`config.mk`:
```
export PLATFORM = sky130hd
export DESIGN_NAME = scratch_ctrl
export DESIGN_NICKNAME = d
export VERILOG_FILES = /design/src/rtl/scratch_ctrl.sv
export SDC_FILE = /design/constraint.sdc
export NUM_CORES = 1
export LEC_CHECK = 0
export ABC_AREA = 1
export BUFFER_PORTS_ARGS = -buffer_cell sky130_fd_sc_hd__buf_2
export CAP_MARGIN = 10
export CORE_AREA = 2 2 85 87
export CTS_BUF_LIST = sky130_fd_sc_hd__clkbuf_8 sky130_fd_sc_hd__clkbuf_16
export CTS_CLUSTER_SIZE = 16
export DETAILED_ROUTE_END_ITERATION = 10
export DIE_AREA = 0 0 87 89
export HOLD_SLACK_MARGIN = 0.05
export PLACE_DENSITY_LB_ADDON = 0.25
export SYNTH_ARGS = -nofsm -noshare
export SYNTH_HDL_FRONTEND = slang
export SYNTH_SLANG_ARGS = --single-unit
```
`constraint.sdc`:
```
create_clock -name clk -period 4.4 [get_ports clk]
set_input_delay 0.88 -clock clk [delete_from_list [all_inputs] [get_ports clk]]
set_output_delay 0.88 -clock clk [all_outputs]
set_load 0.1 [all_outputs]
```
`src/rtl/scratch_ctrl.sv`:
```
// Port arbiter/sequencer for the BPF scratch register file: CPU has priority, host is starvation-bounded,
// clear sweep zeroes every entry. Optional counters under SCRATCH_CTRL_STATS_EN.
module scratch_ctrl #(
    parameter int ADDR_WIDTH    = 4,
    parameter int DATA_WIDTH    = 32,
    parameter int HOST_MAX_WAIT = 8
) (
    input  logic                  clk,
    input  logic                  rst_n,
    input  logic                  cpu_req,
    input  logic                  cpu_we,
    input  logic [ADDR_WIDTH-1:0] cpu_addr,
    input  logic [DATA_WIDTH-1:0] cpu_wdata,
    output logic [DATA_WIDTH-1:0] cpu_rdata,
    output logic                  cpu_stall,
    input  logic                  host_req,
    input  logic                  host_we,
    input  logic [ADDR_WIDTH-1:0] host_addr,
    input  logic [DATA_WIDTH-1:0] host_wdata,
    output logic [DATA_WIDTH-1:0] host_rdata,
    output logic                  host_ack,
    input  logic                  clr_start,
    output logic                  clr_busy,
    output logic                  clr_done,
    output logic [ADDR_WIDTH-1:0] rf_addr,
    output logic [DATA_WIDTH-1:0] rf_idata,
    output logic                  rf_wr_en,
`ifdef SCRATCH_CTRL_STATS_EN
    output logic [31:0]           stat_cpu_stalls,
    output logic [15:0]           stat_host_forced,
`endif
    input  logic [DATA_WIDTH-1:0] rf_odata
);

    localparam int DEPTH  = 2 ** ADDR_WIDTH;
    localparam int WAIT_W = (HOST_MAX_WAIT > 0) ? $clog2(HOST_MAX_WAIT + 1) : 1;
    localparam logic [WAIT_W-1:0]     WAIT_MAX = WAIT_W'(HOST_MAX_WAIT);
    localparam logic [ADDR_WIDTH-1:0] PTR_LAST = ADDR_WIDTH'(DEPTH - 1);

    typedef enum logic {
        S_IDLE  = 1'b0,
        S_CLEAR = 1'b1
    } state_t;

    state_t                  state;
    state_t                  state_nxt;
    logic [ADDR_WIDTH-1:0]   clr_ptr;
    logic [WAIT_W-1:0]       wait_cnt;
    logic                    in_idle;
    logic                    host_pend;
    logic                    force_gnt;
    logic                    host_gnt;
    logic                    rf_we_arb;

    assign in_idle   = (state == S_IDLE);
    assign host_pend = host_req & ~host_ack;
    // A starved host wins even over the CPU; HOST_MAX_WAIT=0 disables forcing.
    assign force_gnt = (HOST_MAX_WAIT != 0) & in_idle & host_pend & (wait_cnt == WAIT_MAX);
    assign host_gnt  = in_idle & (force_gnt | (~cpu_req & host_pend));

    always_ff @(posedge clk or negedge rst_n) begin
        if (!rst_n) begin
            state <= S_IDLE;
        end else begin
            state <= state_nxt;
        end
    end

    always_comb begin
        state_nxt = state;
        if (state == S_IDLE) begin
            if (clr_start) begin
                state_nxt = S_CLEAR;
            end
        end else begin
            if (!clr_start && (clr_ptr == PTR_LAST)) begin
                state_nxt = S_IDLE;
            end
        end
    end

    always_comb begin
        rf_addr   = '0;
        rf_idata  = '0;
        rf_we_arb = 1'b0;
        cpu_stall = 1'b0;
        clr_busy  = 1'b0;
        if (state == S_CLEAR) begin
            rf_addr   = clr_ptr;
            rf_we_arb = 1'b1;
            cpu_stall = cpu_req;
            clr_busy  = 1'b1;
        end else if (force_gnt) begin
            rf_addr   = host_addr;
            rf_idata  = host_wdata;
            rf_we_arb = host_we;
            cpu_stall = cpu_req;
        end else if (cpu_req) begin
            rf_addr   = cpu_addr;
            rf_idata  = cpu_wdata;
            rf_we_arb = cpu_we;
        end else if (host_pend) begin
            rf_addr   = host_addr;
            rf_idata  = host_wdata;
            rf_we_arb = host_we;
        end
    end

    // Keep the register file from being written while reset is held.
    assign rf_wr_en  = rf_we_arb & rst_n;
    assign cpu_rdata = rf_odata;

    always_ff @(posedge clk or negedge rst_n) begin
        if (!rst_n) begin
            clr_ptr  <= '0;
            clr_done <= 1'b0;
        end else begin
            clr_done <= (state == S_CLEAR) & ~clr_start & (clr_ptr == PTR_LAST);
            if (clr_start) begin
                clr_ptr <= '0;
            end else if (state == S_CLEAR) begin
                clr_ptr <= clr_ptr + 1'b1;
            end
        end
    end

    always_ff @(posedge clk or negedge rst_n) begin
        if (!rst_n) begin
            host_ack   <= 1'b0;
            host_rdata <= '0;
        end else begin
            host_ack <= host_gnt;
            if (host_gnt) begin
                host_rdata <= rf_odata;
            end
        end
    end

    always_ff @(posedge clk or negedge rst_n) begin
        if (!rst_n) begin
            wait_cnt <= '0;
        end else if (host_gnt) begin
            wait_cnt <= '0;
        end else if (state == S_CLEAR) begin
            wait_cnt <= wait_cnt;
        end else if (!host_req) begin
            wait_cnt <= '0;
        end else if (host_pend && (wait_cnt != WAIT_MAX)) begin
            wait_cnt <= wait_cnt + 1'b1;
        end
    end

`ifdef SCRATCH_CTRL_STATS_EN
    always_ff @(posedge clk or negedge rst_n) begin
        if (!rst_n) begin
            stat_cpu_stalls  <= '0;
            stat_host_forced <= '0;
        end else if (clr_start) begin
            stat_cpu_stalls  <= '0;
            stat_host_forced <= '0;
        end else begin
            if (cpu_stall && (stat_cpu_stalls != '1)) begin
                stat_cpu_stalls <= stat_cpu_stalls + 1'b1;
            end
            if (force_gnt && (stat_host_forced != '1)) begin
                stat_host_forced <= stat_host_forced + 1'b1;
            end
        end
    end
`else
    // Statistics counters are not built in this configuration.
`endif

endmodule

```
==> results.tsv <==
stage	metric	value	unit
outcome	status	completed	
clocking	cts_tree	done	
sta	fin_crit	3830	ps
drt	wl_per_cell	12.0	um
cells_and_area	nNetsFinal	661	
setup_path	cp_slowest_cell	inv_4	
global_routing	grt_max_degree	70	
placed_design	dpl.cell_count	620	
sta	tightestPinTransition	637	ps
setup_path	cp-start-kind	register	
min_path	worstHoldPathCells	1	
clocking	cts_max_path_buffers	2	
pwr	p_leak	2.31	nW
sta	whs	458	ps
clocking	cts_max_level	2	
drt	drt_pass1_iterations	4	
pwr	total_power	1.14	mW
clocking	clkTransAtPathRegs	80	ps
min_path	hold_class	reg -> reg	
setup_path	path_buf_inv	3	
drt	viasPerCell	4.58	
global_routing	grt_pass1_wl	11600	um
global_routing	grt_pass1_vias	2654	
floorplan	die_height	89	um
setup_path	critPathCaptureType	output pin	
floorplan	start_util	0.389	
sta	rsz0062_at_grt	false	
synth	syn_area_per_cell	7.02	sq um
setup_path	timing.critical_path.max_delay_family	buffers and inverters	
synth	synth_top_area_frac	0.412	
floorplan	die_area	0.00774	sq mm
drt	drt_iter0_markers	132	
pwr	pwr_density_cell	321	mW/mm^2
synth	synth.largest_area_cell	dfrtp_1	
floorplan	die_w	87	um
synth	synth_area	0.00261	sq mm
floorplan	coreArea	0.00672	sq mm
cells_and_area	design_area	0.00356	sq mm
sta	fin_skew	6.44	ps
global_routing	grt.overflow.total	0	
setup_path	arrival	2950	ps
sta	tns	0	ps
clocking	cts_buffers	5	
setup_path	rrSetupSlack	2110	ps
setup_path	crit_required	3520	ps
cells_and_area	diodes	0	
clocking	cts.sinks	43	
clocking	post-cts-setup-buffer-count	0	
sta	slew_headroom	0.575	
cells_and_area	fillers	695	
cells_and_area	drive_above_1_share	0.420	
drt	vias	2869	
clocking	worstSkewPairLatency	280	ps
synth	ys_types	25	
cells_and_area	area_delta_synth_final	36.4	%
global_routing	antenna_found_initial	0	
setup_path	reg2regPathDepth	5	
drt	drtAntennaViolNets	0	
drt	drc	0	
floorplan	pin_count	216	
sta	period_share	0.870	
placed_design	numPortBuffers	215	
setup_path	path_cells	inv_1 > ha_1 > nand2_1 > nor2_1 > nand2_2 > nand2_4 > nand2_4 > inv_4 > nand2_1 > o211ai_1 > buf_2	
synth	seq_area_frac_synth	0.412	
sta	drv_slew	0	
setup_path	r2r-end	host_rdata[17]	
min_path	hold_start	clr_ptr[3]	
clocking	cts-root-buf	clkbuf_8	
setup_path	crit_path_max_incr_delay	560	ps
sta	hold_violations	0	
min_path	worstHoldEndpoint	clr_ptr[3]	
sta	finalSetupViolCount	0	
sta	worst_slack	573	ps
placed_design	place_ws	605	ps
synth	synth.area.top_cells	dfrtp_1 41%, nand2_1 25%, buf_4 9.5%	
clocking	cts_hold_buf	0	
floorplan	num_rows	30	
synth	yosys_warnings	0	
placed_design	place_congestion	0.842	
sta	timing.fmax	261	MHz
pwr	ir_drop	185	uV
synth	synth_seq_cells	43	
global_routing	grtUsageTotal	0.187	
synth	synth_nets	486	
placed_design	dp_hpwl	5860	um
flow_run	drv_cap	0	
cells_and_area	fin_util	0.530	
synth	syn_inst	372	
placed_design	placed_cell_area	0.00347	sq mm
setup_path	critPathMaxFanout	69	
clocking	post_cts_resize_count	0	
setup_path	crit_type	reg -> out	
cells_and_area	final_cells	627	
setup_path	reg2reg_from	state	
drt	routed_wl	7520	um
==> Yosys cell counts, drive strengths merged <==
cell	instances
ha	3
a21oi	8
xor2	1
nor3	3
o21ai	14
nand2	177
a21boi	1
buf	43
o21bai	1
nand4	2
a31oi	1
nor4	1
dfrtp	43
clkbuf	7
o211ai	2
nand3	33
nor2	6
clkinv	1
inv	25
==> cells in the final DEF (no fill, tap or decap) <==
master    count
buf_2       215
nor2_2        1
clkinv_1      1
dfrtp_1      43
xor2_1        1
a31oi_1       1
clkinv_2      1
o21bai_1      1
nand3_1      33
nor3_1        3
nand2_4       2
o21ai_0      14
a21boi_1      1
nor4_1        1
nand4_1       2
nor2_1        5
buf_4         3
inv_1        24
clkbuf_8      6
inv_4         1
nand2_2       1
a21oi_1       8
nand2_1     174
ha_1          3
o211ai_1      2
==> layer usage <==
layer	GRT usage	vias up	routed length [um]
met4	0.0440	0	74
met5	0	-	0
li1	-	1472	-
met3	0.0554	8	605
met2	0.339	114	3750
met1	0.219	1275	3080
==> layout make-up <==
class                      count  area (sq um)  share of cell area
multi-input combinational    253          1100               0.309
timing repair buffer         218          1100               0.309
sequential                    43          1080               0.302
inverter                      26           100              0.0281
tap                           80           100              0.0281
clock buffer                   6          82.6              0.0232
clock inverter                 1          5.00             0.00141
==> registers in the layout, indices dropped and copies added, names as in the netlist <==
register,cells
wait_cnt,4
clr_done,1
clr_ptr,4
host_rdata,32
host_ack,1
state,1
==> power by group <==
| part | leakage, nW | switching, mW | internal (mW) |
|---|---|---|---|
| registers | 0.572 | 0.0160 | 0.422 |
| clock network | 0.0470 | 0.120 | 0.123 |
| logic | 1.69 | 0.380 | 0.0814 |
==> worst max path at each step <==
stage                               to   startpoint  depth (start not counted)
final                       rf_addr[1]  wait_cnt[0]                         11
after global routing      rf_idata[25]  wait_cnt[0]                         11
after CTS                   rf_addr[1]  wait_cnt[0]                         11
after detailed placement    rf_addr[1]     host_req                         10
after global placement      rf_addr[1]     host_req                         10
after floorplan            rf_idata[0]        state                          6
==> cell families (layout without fill, tap and decap cells) <==
group                    count (synthesis)  count (layout)  share of synthesized area
AND/OR/NAND/NOR                        222             222                      0.347
AO/OA/AOI/OAI                           27              27                     0.0561
XOR/XNOR                                 1               1                    0.00335
buffers and inverters                   76             251                      0.167
flip-flops                              43              43                      0.412
adder cells (fa/ha/maj)                  3               3                     0.0144
Power figures use the tool's default switching activity.
